==> src/rtl/cache_perf_pkg.sv <==
// Shared types and constants for the cache performance monitor:
// FSM states, per-access latency classes and the AMAT fixed-point format.
package cache_perf_pkg;

  typedef enum logic [1:0] {IDLE, COUNT, DIVIDE, DONE} state_t;

  typedef enum logic [1:0] {L1HIT, L2HIT, MEMACC} lat_class_t;

  localparam int Q_FRAC = 8;

  // An L1 hit masks whatever the L2 reports for the same access.
  function automatic lat_class_t classify(input logic l1, input logic l2);
    if (l1) return L1HIT;
    if (l2) return L2HIT;
    return MEMACC;
  endfunction

endpackage

==> src/rtl/cache_perf_monitor_if.sv <==
// Control, access-stream and result-readout bundle of cache_perf_monitor.
// The master side drives the window and access stream; the monitor is the slave.
interface cache_perf_monitor_if #(
  parameter int NUM_CH = 3,
  parameter int CNT_W  = 32,
  parameter int WIN_W  = 16
);
  localparam int RD_W = (NUM_CH > 1) ? $clog2(NUM_CH) : 1;

  logic              start;
  logic              abort;
  logic [WIN_W-1:0]  window_len;
  logic              acc_stb;
  logic [NUM_CH-1:0] l1_hit;
  logic [NUM_CH-1:0] l2_hit;
  logic              busy;
  logic              done;
  logic [RD_W-1:0]   rd_ch;
  logic [CNT_W-1:0]  rd_hit;
  logic [CNT_W-1:0]  rd_miss;
  logic [CNT_W-1:0]  rd_l2hit;
  logic [CNT_W+7:0]  rd_cycles;
  logic              rd_sat;
  logic [15:0]       rd_amat;

  modport master (
    output start, abort, window_len, acc_stb, l1_hit, l2_hit, rd_ch,
    input  busy, done, rd_hit, rd_miss, rd_l2hit, rd_cycles, rd_sat, rd_amat
  );

  modport slave (
    input  start, abort, window_len, acc_stb, l1_hit, l2_hit, rd_ch,
    output busy, done, rd_hit, rd_miss, rd_l2hit, rd_cycles, rd_sat, rd_amat
  );

endinterface

==> src/rtl/perf_div_seq.sv <==
// Unsigned restoring divider, one quotient bit per cycle after a one-cycle load.
// done is high during the final iteration; quo then already holds the full quotient.
module perf_div_seq #(
  parameter int NUM_W = 56,
  parameter int DEN_W = 33
) (
  input  logic             clk,
  input  logic             rst_n,
  input  logic             start,
  input  logic [NUM_W-1:0] num,
  input  logic [DEN_W-1:0] den,
  output logic             busy,
  output logic             done,
  output logic [NUM_W-1:0] quo
);
  localparam int IT_W = $clog2(NUM_W + 1);

  logic [NUM_W-1:0] qr;
  logic [DEN_W-1:0] rem;
  logic [DEN_W-1:0] den_q;
  logic [IT_W-1:0]  iter;
  logic [DEN_W:0]   rem_sh;
  logic [DEN_W-1:0] rem_sub;
  logic             ge;

  // qr shifts the dividend out at the top while quotient bits enter at the bottom.
  always_comb begin
    rem_sh  = {rem, qr[NUM_W-1]};
    ge      = rem_sh >= {1'b0, den_q};
    rem_sub = rem_sh[DEN_W-1:0] - den_q;
    quo     = {qr[NUM_W-2:0], ge};
  end

  assign busy = (iter != '0);
  assign done = (iter == IT_W'(1));

  always_ff @(posedge clk or negedge rst_n) begin
    if (!rst_n) begin
      qr    <= '0;
      rem   <= '0;
      den_q <= '0;
      iter  <= '0;
    end else if (start && !busy) begin
      qr    <= num;
      rem   <= '0;
      den_q <= den;
      iter  <= IT_W'(NUM_W);
    end else if (busy) begin
      qr    <= quo;
      rem   <= ge ? rem_sub : rem_sh[DEN_W-1:0];
      iter  <= iter - IT_W'(1);
    end
  end

endmodule

==> src/rtl/cache_perf_monitor.sv <==
// Per-channel hit/miss/latency monitor over a window of accesses.
// Define CACHE_PERF_AMAT_EN to add the per-channel Q8.8 AMAT divide phase.
module cache_perf_monitor
  import cache_perf_pkg::*;
#(
  parameter int NUM_CH  = 3,
  parameter int CNT_W   = 32,
  parameter int WIN_W   = 16,
  parameter int L1_LAT  = 1,
  parameter int L2_LAT  = 5,
  parameter int MEM_LAT = 100
) (
  input  logic                  clk,
  input  logic                  rst_n,
  cache_perf_monitor_if.slave   bus
);
  localparam int RD_W  = (NUM_CH > 1) ? $clog2(NUM_CH) : 1;
  localparam int CYC_W = CNT_W + 8;

  state_t            state, state_nxt;
  logic [WIN_W-1:0]  win_len, acc_cnt;
  logic [CNT_W-1:0]  hit_cnt [NUM_CH];
  logic [CNT_W-1:0]  miss_cnt[NUM_CH];
  logic [CNT_W-1:0]  l2h_cnt [NUM_CH];
  logic [CYC_W-1:0]  cyc_cnt [NUM_CH];
  logic [CNT_W-1:0]  hit_nxt [NUM_CH];
  logic [CNT_W-1:0]  miss_nxt[NUM_CH];
  logic [CNT_W-1:0]  l2h_nxt [NUM_CH];
  logic [CYC_W-1:0]  cyc_nxt [NUM_CH];
  logic [NUM_CH-1:0] sat_flag, sat_nxt;
  logic              strobe, win_end, clear;

  function automatic logic [CNT_W:0] sat_inc(input logic [CNT_W-1:0] a);
    if (&a) return {1'b1, a};
    return {1'b0, a + CNT_W'(1)};
  endfunction

  function automatic logic [CYC_W:0] sat_add_cyc(input logic [CYC_W-1:0] a,
                                                 input logic [CYC_W-1:0] b);
    logic [CYC_W:0] s;
    s = {1'b0, a} + {1'b0, b};
    if (s[CYC_W]) return {1'b1, {CYC_W{1'b1}}};
    return s;
  endfunction

  function automatic logic [CYC_W-1:0] lat_of(input lat_class_t cls);
    case (cls)
      L1HIT:   return CYC_W'(L1_LAT);
      L2HIT:   return CYC_W'(L1_LAT + L2_LAT);
      default: return CYC_W'(L1_LAT + L2_LAT + MEM_LAT);
    endcase
  endfunction

  assign strobe  = (state == COUNT) && bus.acc_stb;
  assign win_end = strobe && (({1'b0, acc_cnt} + (WIN_W+1)'(1)) == {1'b0, win_len});
  assign clear   = (state == IDLE) && bus.start;

  always_comb begin : next_cnt
    lat_class_t     cls;
    logic [CNT_W:0] hit_r, miss_r, l2h_r;
    logic [CYC_W:0] cyc_r;
    for (int c = 0; c < NUM_CH; c++) begin
      cls         = classify(bus.l1_hit[c], bus.l2_hit[c]);
      hit_r       = sat_inc(hit_cnt[c]);
      miss_r      = sat_inc(miss_cnt[c]);
      l2h_r       = sat_inc(l2h_cnt[c]);
      cyc_r       = sat_add_cyc(cyc_cnt[c], lat_of(cls));
      hit_nxt[c]  = hit_cnt[c];
      miss_nxt[c] = miss_cnt[c];
      l2h_nxt[c]  = l2h_cnt[c];
      cyc_nxt[c]  = cyc_r[CYC_W-1:0];
      sat_nxt[c]  = sat_flag[c] | cyc_r[CYC_W];
      if (cls == L1HIT) begin
        hit_nxt[c] = hit_r[CNT_W-1:0];
        sat_nxt[c] = sat_nxt[c] | hit_r[CNT_W];
      end else begin
        miss_nxt[c] = miss_r[CNT_W-1:0];
        sat_nxt[c]  = sat_nxt[c] | miss_r[CNT_W];
        if (cls == L2HIT) begin
          l2h_nxt[c] = l2h_r[CNT_W-1:0];
          sat_nxt[c] = sat_nxt[c] | l2h_r[CNT_W];
        end
      end
    end
  end

  always_ff @(posedge clk or negedge rst_n) begin
    if (!rst_n) begin
      win_len  <= '0;
      acc_cnt  <= '0;
      sat_flag <= '0;
      for (int c = 0; c < NUM_CH; c++) begin
        hit_cnt[c]  <= '0;
        miss_cnt[c] <= '0;
        l2h_cnt[c]  <= '0;
        cyc_cnt[c]  <= '0;
      end
    end else if (clear) begin
      win_len  <= bus.window_len;
      acc_cnt  <= '0;
      sat_flag <= '0;
      for (int c = 0; c < NUM_CH; c++) begin
        hit_cnt[c]  <= '0;
        miss_cnt[c] <= '0;
        l2h_cnt[c]  <= '0;
        cyc_cnt[c]  <= '0;
      end
    end else if (strobe) begin
      acc_cnt  <= acc_cnt + WIN_W'(1);
      sat_flag <= sat_nxt;
      for (int c = 0; c < NUM_CH; c++) begin
        hit_cnt[c]  <= hit_nxt[c];
        miss_cnt[c] <= miss_nxt[c];
        l2h_cnt[c]  <= l2h_nxt[c];
        cyc_cnt[c]  <= cyc_nxt[c];
      end
    end
  end

`ifdef CACHE_PERF_AMAT_EN
  localparam int       NUM_W         = CNT_W + 24;
  localparam int       DEN_W         = CNT_W + 1;
  localparam state_t   WIN_END_STATE = DIVIDE;
  localparam [RD_W-1:0] LAST_CH      = RD_W'(NUM_CH - 1);

  logic [15:0]      amat [NUM_CH];
  logic [RD_W-1:0]  div_ch;
  logic             div_start, div_busy, div_done;
  logic [NUM_W-1:0] div_num, div_quo;
  logic [DEN_W-1:0] div_den;

  function automatic logic [15:0] sat_q88(input logic [NUM_W-1:0] q);
    return (|q[NUM_W-1:16]) ? 16'hFFFF : q[15:0];
  endfunction

  // Channels are divided one after another; an idle divider in DIVIDE means "load next".
  assign div_start = (state == DIVIDE) && !div_busy;
  assign div_num   = NUM_W'(cyc_cnt[div_ch]) << Q_FRAC;
  assign div_den   = DEN_W'(hit_cnt[div_ch]) + DEN_W'(miss_cnt[div_ch]);

  perf_div_seq #(.NUM_W(NUM_W), .DEN_W(DEN_W)) u_div (
    .clk   (clk),
    .rst_n (rst_n),
    .start (div_start),
    .num   (div_num),
    .den   (div_den),
    .busy  (div_busy),
    .done  (div_done),
    .quo   (div_quo)
  );

  always_ff @(posedge clk or negedge rst_n) begin
    if (!rst_n) begin
      div_ch <= '0;
      for (int c = 0; c < NUM_CH; c++) amat[c] <= '0;
    end else if (clear) begin
      div_ch <= '0;
      for (int c = 0; c < NUM_CH; c++) amat[c] <= '0;
    end else if (div_done) begin
      amat[div_ch] <= (div_den == '0) ? 16'h0000 : sat_q88(div_quo);
      if (div_ch != LAST_CH) div_ch <= div_ch + RD_W'(1);
    end
  end
`else
  localparam state_t WIN_END_STATE = DONE;
`endif

  always_ff @(posedge clk or negedge rst_n) begin
    if (!rst_n) state <= IDLE;
    else        state <= state_nxt;
  end

  always_comb begin
    state_nxt = state;
    bus.busy  = (state == COUNT) || (state == DIVIDE);
    bus.done  = (state == DONE);
    case (state)
      IDLE:   if (bus.start) state_nxt = (bus.window_len == '0) ? DONE : COUNT;
      COUNT: begin
        if (win_end)        state_nxt = WIN_END_STATE;
        else if (bus.abort) state_nxt = DONE;
      end
`ifdef CACHE_PERF_AMAT_EN
      DIVIDE: if (div_done && div_ch == LAST_CH) state_nxt = DONE;
`else
      DIVIDE: state_nxt = DONE;
`endif
      default: state_nxt = IDLE;
    endcase
  end

  always_comb begin
    bus.rd_hit    = '0;
    bus.rd_miss   = '0;
    bus.rd_l2hit  = '0;
    bus.rd_cycles = '0;
    bus.rd_sat    = 1'b0;
    bus.rd_amat   = '0;
    if (int'(bus.rd_ch) < NUM_CH) begin
      bus.rd_hit    = hit_cnt[bus.rd_ch];
      bus.rd_miss   = miss_cnt[bus.rd_ch];
      bus.rd_l2hit  = l2h_cnt[bus.rd_ch];
      bus.rd_cycles = cyc_cnt[bus.rd_ch];
      bus.rd_sat    = sat_flag[bus.rd_ch];
`ifdef CACHE_PERF_AMAT_EN
      bus.rd_amat   = amat[bus.rd_ch];
`endif
    end
  end

endmodule

==> src/flat_wrapper.sv <==
// flat-port wrapper written by rule: the top's interface ports become plain ports
module cache_perf_monitor_flat import cache_perf_pkg::*;
#(
  parameter int NUM_CH  = 3,
  parameter int CNT_W   = 32,
  parameter int WIN_W   = 16,
  parameter int L1_LAT  = 1,
  parameter int L2_LAT  = 5,
  parameter int MEM_LAT = 100
)
  (clk, rst_n, bus_start, bus_abort, bus_window_len, bus_acc_stb, bus_l1_hit, bus_l2_hit, bus_rd_ch, bus_busy, bus_done, bus_rd_hit, bus_rd_miss, bus_rd_l2hit, bus_rd_cycles, bus_rd_sat, bus_rd_amat);
  cache_perf_monitor_if #(.NUM_CH(NUM_CH), .CNT_W(CNT_W), .WIN_W(WIN_W)) bus_i ();
  input  logic clk;
  input  logic rst_n;
  input wire logic [$bits(bus_i.start)-1:0] bus_start;
  input wire logic [$bits(bus_i.abort)-1:0] bus_abort;
  input wire logic [$bits(bus_i.window_len)-1:0] bus_window_len;
  input wire logic [$bits(bus_i.acc_stb)-1:0] bus_acc_stb;
  input wire logic [$bits(bus_i.l1_hit)-1:0] bus_l1_hit;
  input wire logic [$bits(bus_i.l2_hit)-1:0] bus_l2_hit;
  input wire logic [$bits(bus_i.rd_ch)-1:0] bus_rd_ch;
  output wire logic [$bits(bus_i.busy)-1:0] bus_busy;
  output wire logic [$bits(bus_i.done)-1:0] bus_done;
  output wire logic [$bits(bus_i.rd_hit)-1:0] bus_rd_hit;
  output wire logic [$bits(bus_i.rd_miss)-1:0] bus_rd_miss;
  output wire logic [$bits(bus_i.rd_l2hit)-1:0] bus_rd_l2hit;
  output wire logic [$bits(bus_i.rd_cycles)-1:0] bus_rd_cycles;
  output wire logic [$bits(bus_i.rd_sat)-1:0] bus_rd_sat;
  output wire logic [$bits(bus_i.rd_amat)-1:0] bus_rd_amat;
  assign bus_i.start = bus_start;
  assign bus_i.abort = bus_abort;
  assign bus_i.window_len = bus_window_len;
  assign bus_i.acc_stb = bus_acc_stb;
  assign bus_i.l1_hit = bus_l1_hit;
  assign bus_i.l2_hit = bus_l2_hit;
  assign bus_i.rd_ch = bus_rd_ch;
  assign bus_busy = bus_i.busy;
  assign bus_done = bus_i.done;
  assign bus_rd_hit = bus_i.rd_hit;
  assign bus_rd_miss = bus_i.rd_miss;
  assign bus_rd_l2hit = bus_i.rd_l2hit;
  assign bus_rd_cycles = bus_i.rd_cycles;
  assign bus_rd_sat = bus_i.rd_sat;
  assign bus_rd_amat = bus_i.rd_amat;
  cache_perf_monitor #(.NUM_CH(NUM_CH), .CNT_W(CNT_W), .WIN_W(WIN_W), .L1_LAT(L1_LAT), .L2_LAT(L2_LAT), .MEM_LAT(MEM_LAT)) u_core (.clk(clk), .rst_n(rst_n), .bus(bus_i));
endmodule
==> config.mk <==
export PLATFORM = sky130hd
export DESIGN_NAME = cache_perf_monitor_flat
export DESIGN_NICKNAME = d
export VERILOG_FILES = /design/src/rtl/cache_perf_pkg.sv /design/src/rtl/cache_perf_monitor_if.sv /design/src/rtl/perf_div_seq.sv /design/src/rtl/cache_perf_monitor.sv /design/src/flat_wrapper.sv
export SDC_FILE = /design/constraint.sdc
export NUM_CORES = 1
export LEC_CHECK = 0
export CAP_MARGIN = 20
export CORE_ASPECT_RATIO = 2
export CORE_UTILIZATION = 45
export CTS_CLUSTER_DIAMETER = 60
export DETAILED_ROUTE_END_ITERATION = 16
export PLACE_DENSITY = 0.67
export SYNTH_ARGS = -nofsm -noshare
export SYNTH_HDL_FRONTEND = slang
export SYNTH_SLANG_ARGS = --single-unit
==> constraint.sdc <==
create_clock -name clk -period 3.3 [get_ports clk]
set_clock_uncertainty 0.15 [all_clocks]
set_input_delay 0.66 -clock clk [delete_from_list [all_inputs] [get_ports clk]]
set_output_delay 0.66 -clock clk [all_outputs]
set_load 0.02 [all_outputs]
==> tab_implementation.tex <==
\begin{tabular}{lr}
\hline
Metric & Value \\
\hline
\multicolumn{2}{l}{\textbf{Cells and area}} \\
Layout overhead on the synthesized area & 20.13\% \\
Count of inserted antenna diode cells & 0 \\
Proportion of layout cells with a drive suffix above 1 & 10.17\% \\
Layout Utilization & 54.84\% \\
Final layout net count & 3,472 \\
\multicolumn{2}{l}{\textbf{Global route}} \\
Vias in the first global route & 26,100 \\
Total routing resource utilization after global routing & 30.61\% \\
First-pass GRT wire length & 145,800 um \\
Largest net degree at the start of global routing & 86 \\
Initial antenna violation count & 1 \\
Gr ovfl total & 0 \\
\multicolumn{2}{l}{\textbf{STA}} \\
Unrepaired setup endpoints after global routing & no \\
Portion of the clock cycle consumed by the worst path in the final layout & 99.15\% \\
Hold\_ws & 0.3477 ns \\
Post-route minimum period & 3.272 ns \\
Final max-slew violation count & 0 \\
Worst slew margin relative to its limit & 43.44\% \\
Final setup violating endpoints & 0 \\
Slew at the pin closest to its max-slew limit & 0.8476 ns \\
F\_max & 305.6 MHz \\
Number of hold-slack violations in the final timing report & 0 \\
\multicolumn{2}{l}{\textbf{Worst setup path}} \\
Kind of cell adding the most delay to the critical path & buffers and inverters \\
Required @ worst endpoint & 2.49 ns \\
Critical-path maximum fanout & 63 \\
Worst setup EP type & output pin \\
Critical path startpoint category & input pin \\
Slowest cell on the critical path & clkdlybuf4s50\_1 \\
Crit path cell chain & buf\_4 -> nor2b\_4 -> buf\_12 -> nand2\_1 -> o21ai\_0 -> clkdlybuf4s50\_1 \\
Number of buffers and inverters on the critical path & 3 \\
Path type of the worst setup path & in2out \\
Biggest cell delay along the critical path & 0.76 ns \\
Arrival time at the worst endpoint & 2.46 ns \\
\multicolumn{2}{l}{\textbf{Drt}} \\
Routed via count & 25,260 \\
DRC & 0 \\
Average routed wire per standard cell & 21.99 um \\
Vias/cell & 6.000 \\
First-pass DRT Iterations & 5 \\
DRC marker count from the first detailed-route iteration & 1,816 \\
Total Wirelength & 92,590 um \\
Final antenna-violating net count & 0 \\
\multicolumn{2}{l}{\textbf{Power}} \\
Switching power & 5389 uW \\
Internal power consumption & 10,780 uW \\
Power density cells & 497.5 mW/mm\^{}2 \\
Leak Pwr & 0.01383 uW \\
Max rail drop VDD & 0.0004384 V \\
Clock power share & 34.5\% \\
Sequential group share of total power & 40.4\% \\
Combinational power share & 25.1\% \\
Share of total power consumed by net switching & 33.32\% \\
\multicolumn{2}{l}{\textbf{Synth}} \\
\#FFs+latches synth & 445 \\
Yosys Warn Count & 0 \\
Sequential area share after synthesis & 41.15\% \\
Mean instance size in the synthesized netlist & 8.606 um\^{}2 \\
Post-synthesis cell area & 0.02706 mm\^{}2 \\
Post-synth EDFFs & 0 \\
Cells taking the most area after synthesis & dfrtp\_1 (41\%), nor2\_1 (5.6\%), mux2i\_1 (5.6\%) \\
Post-synthesis instance total & 3,144 \\
Leading post-synthesis cells by instance count & dfrtp\_1 (445), nor2\_1 (403), nand2\_1 (368), o21ai\_0 (240), mux2i\_1 (151) \\
Share of flip-flops with an asynchronous set or reset & 100.0\% \\
Top\_reg\_cell synth & dfrtp\_1 \\
Top cell type by total area after synthesis & dfrtp\_1 \\
Count of cell types in the netlist & 87 \\
Proportion of netlist area held by the largest area contributor & 41.15\% \\
Top-count cell post-synth & dfrtp\_1 \\
\multicolumn{2}{l}{\textbf{Floorplanning}} \\
Die Footprint & 0.06117 mm\^{}2 \\
Core Footprint & 0.05928 mm\^{}2 \\
Initial cell density of the core & 45.65\% \\
Die outline height & 348.8 um \\
Number of standard-cell rows in the floorplan & 126 \\
Horizontal extent of the die & 175.4 um \\
Number of top-level design ports & 184 \\
\multicolumn{2}{l}{\textbf{Clock tree}} \\
Number of clock sinks & 445 \\
Buffer depth of the longest clock path & 3 \\
Clock latency at the later pin of the worst-skew pair & 0.58 ns \\
CTS tree & built \\
H-Tree Depth & 2 \\
Post-CTS repair timing setup buffer count & 0 \\
CTS clk-pin slew, worst paths & 0.07 ns \\
Clock root cell & clkbuf\_16 \\
Number of buffers added by the clock tree synthesis step & 44 \\
\multicolumn{2}{l}{\textbf{Status}} \\
Outcome & finished, final reports clean \\
\multicolumn{2}{l}{\textbf{Placement}} \\
Final Wtd Congestion & 0.9574 \\
Count of buffers from port buffering & 167 \\
DP Wirelength & 69,010 um \\
\multicolumn{2}{l}{\textbf{Run}} \\
Number of violations of the max-capacitance limit & 0 \\
\multicolumn{2}{l}{\textbf{Hold path}} \\
Worst min-delay path category & reg2reg \\
\hline
\end{tabular}
==> per-layer routing <==
| layer | GRT usage (%) | vias up | wire, um |
|---|---|---|---|
| li1 | - | 11640 | - |
| met1 | 31.99 | 12470 | 32790 |
| met2 | 55.96 | 866 | 48550 |
| met3 | 4.471 | 289 | 4429 |
| met4 | 20.85 | 0 | 6824 |
| met5 | 0 | - | 0 |
==> logic make-up (layout without fill, tap and decap cells) <==
| family | Yosys count | after routing | synth area share [%] |
|---|---|---|---|
| buf+inv | 243 | 526 | 3.685 |
| fa+ha+maj | 35 | 35 | 1.702 |
| compound gates | 580 | 580 | 13.01 |
| flops | 445 | 445 | 41.15 |
| simple gates | 1412 | 1412 | 25.89 |
| xor+xnor | 277 | 277 | 8.966 |
| mux | 151 | 151 | 5.586 |
| other cells | 1 | 16 | 0.01386 |
==> cells in the final DEF (no fill, tap or decap), drive strengths merged, types with 144 or more instances in the layout <==
master / instances
xnor2: 146
o21ai: 250
nor2: 404
nand2: 368
mux2i: 151
dfrtp: 445
clkdlybuf4s50: 162
buf: 211
nand3: 144
==> sequential cells by signal, indices dropped and copies added, names as in the netlist <==
signal and flops:
u_core.cyc_cnt 120, u_core.hit_cnt 96, u_core.miss_cnt 96, u_core.acc_cnt 16, u_core.l2h_cnt 96, u_core.sat_flag 3, u_core.state 2, u_core.win_len 16
==> through the flow <==
step                      setup slack, ns  TNS [ns]  cell area [um^2]  power [uW]  cells
after floorplan                   0.06081         0             27110        8772   3159
after CTS                       0.0009777         0             32490       16230   4210
after global placement            -0.5064    -34.69             30920       10500   4129
after global routing             0.006741         0             32510       16910   4210
final                             0.02807         0             32510       16170   4210
after detailed placement          -0.5955    -43.91             30920       10610   4129
==> path summary, 6_finish.rpt <==
| check | startpoint | end | slack, ns | depth (start not counted) |
|---|---|---|---|---|
| worst max-delay path | bus_rd_ch[0] | bus_rd_cycles[5] | 0.03 | 6 |
| worst min-delay path | u_core.win_len[8] | u_core.win_len[8] | 0.35 | 2 |
| worst max register to register | u_core.state[1] | u_core.hit_cnt[61] | 0.16 | 7 |
| worst min register to register | u_core.win_len[8] | u_core.win_len[8] | 0.35 | 2 |
| max in group asynchronous | rst_n | u_core.l2h_cnt[64] | 1.60 | 3 |
| min in group asynchronous | rst_n | u_core.miss_cnt[53] | 0.49 | 2 |
==> what timing repair did <==
| action | in CTS | in global routing |
|---|---|---|
| hold buffers | 1 | 0 |
| endpoints found under the hold margin | 58 | 0 |
| gates resized for setup | 0 | 6 |
| setup endpoints to repair | 0 | 57 |
==> power by group through the flow <==
stage	clock [uW]	sequential (uW)	combinational [uW]
2_1_floorplan	0	6370	2410
4_1_cts	5680	6510	4040
5_1_grt	5880	6590	4450
3_3_place_gp	0	6590	3910
6_report	5580	6530	4060
3_5_place_dp	0	6610	4010
==> area by class of cell <==
class / count / area (um^2)
clock buffer: 67 / 1349
clock inverter: 13 / 215.2
timing repair buffer: 376 / 3575
fill: 5464 / 26770
inverter: 70 / 262.8
tap: 768 / 960.9
multi-input combinational: 2471 / 15010
sequential: 445 / 11140
==> worst reg2reg max path, delay by kind of cell (launching register included) <==
family          cells  cell delay (ns)
simple gates        4             1.82
fa+ha+maj           1             0.43
flops               1             0.40
compound gates      1             0.16
buf+inv             1             0.11
No activity file was read; power rests on OpenSTA's default activity.
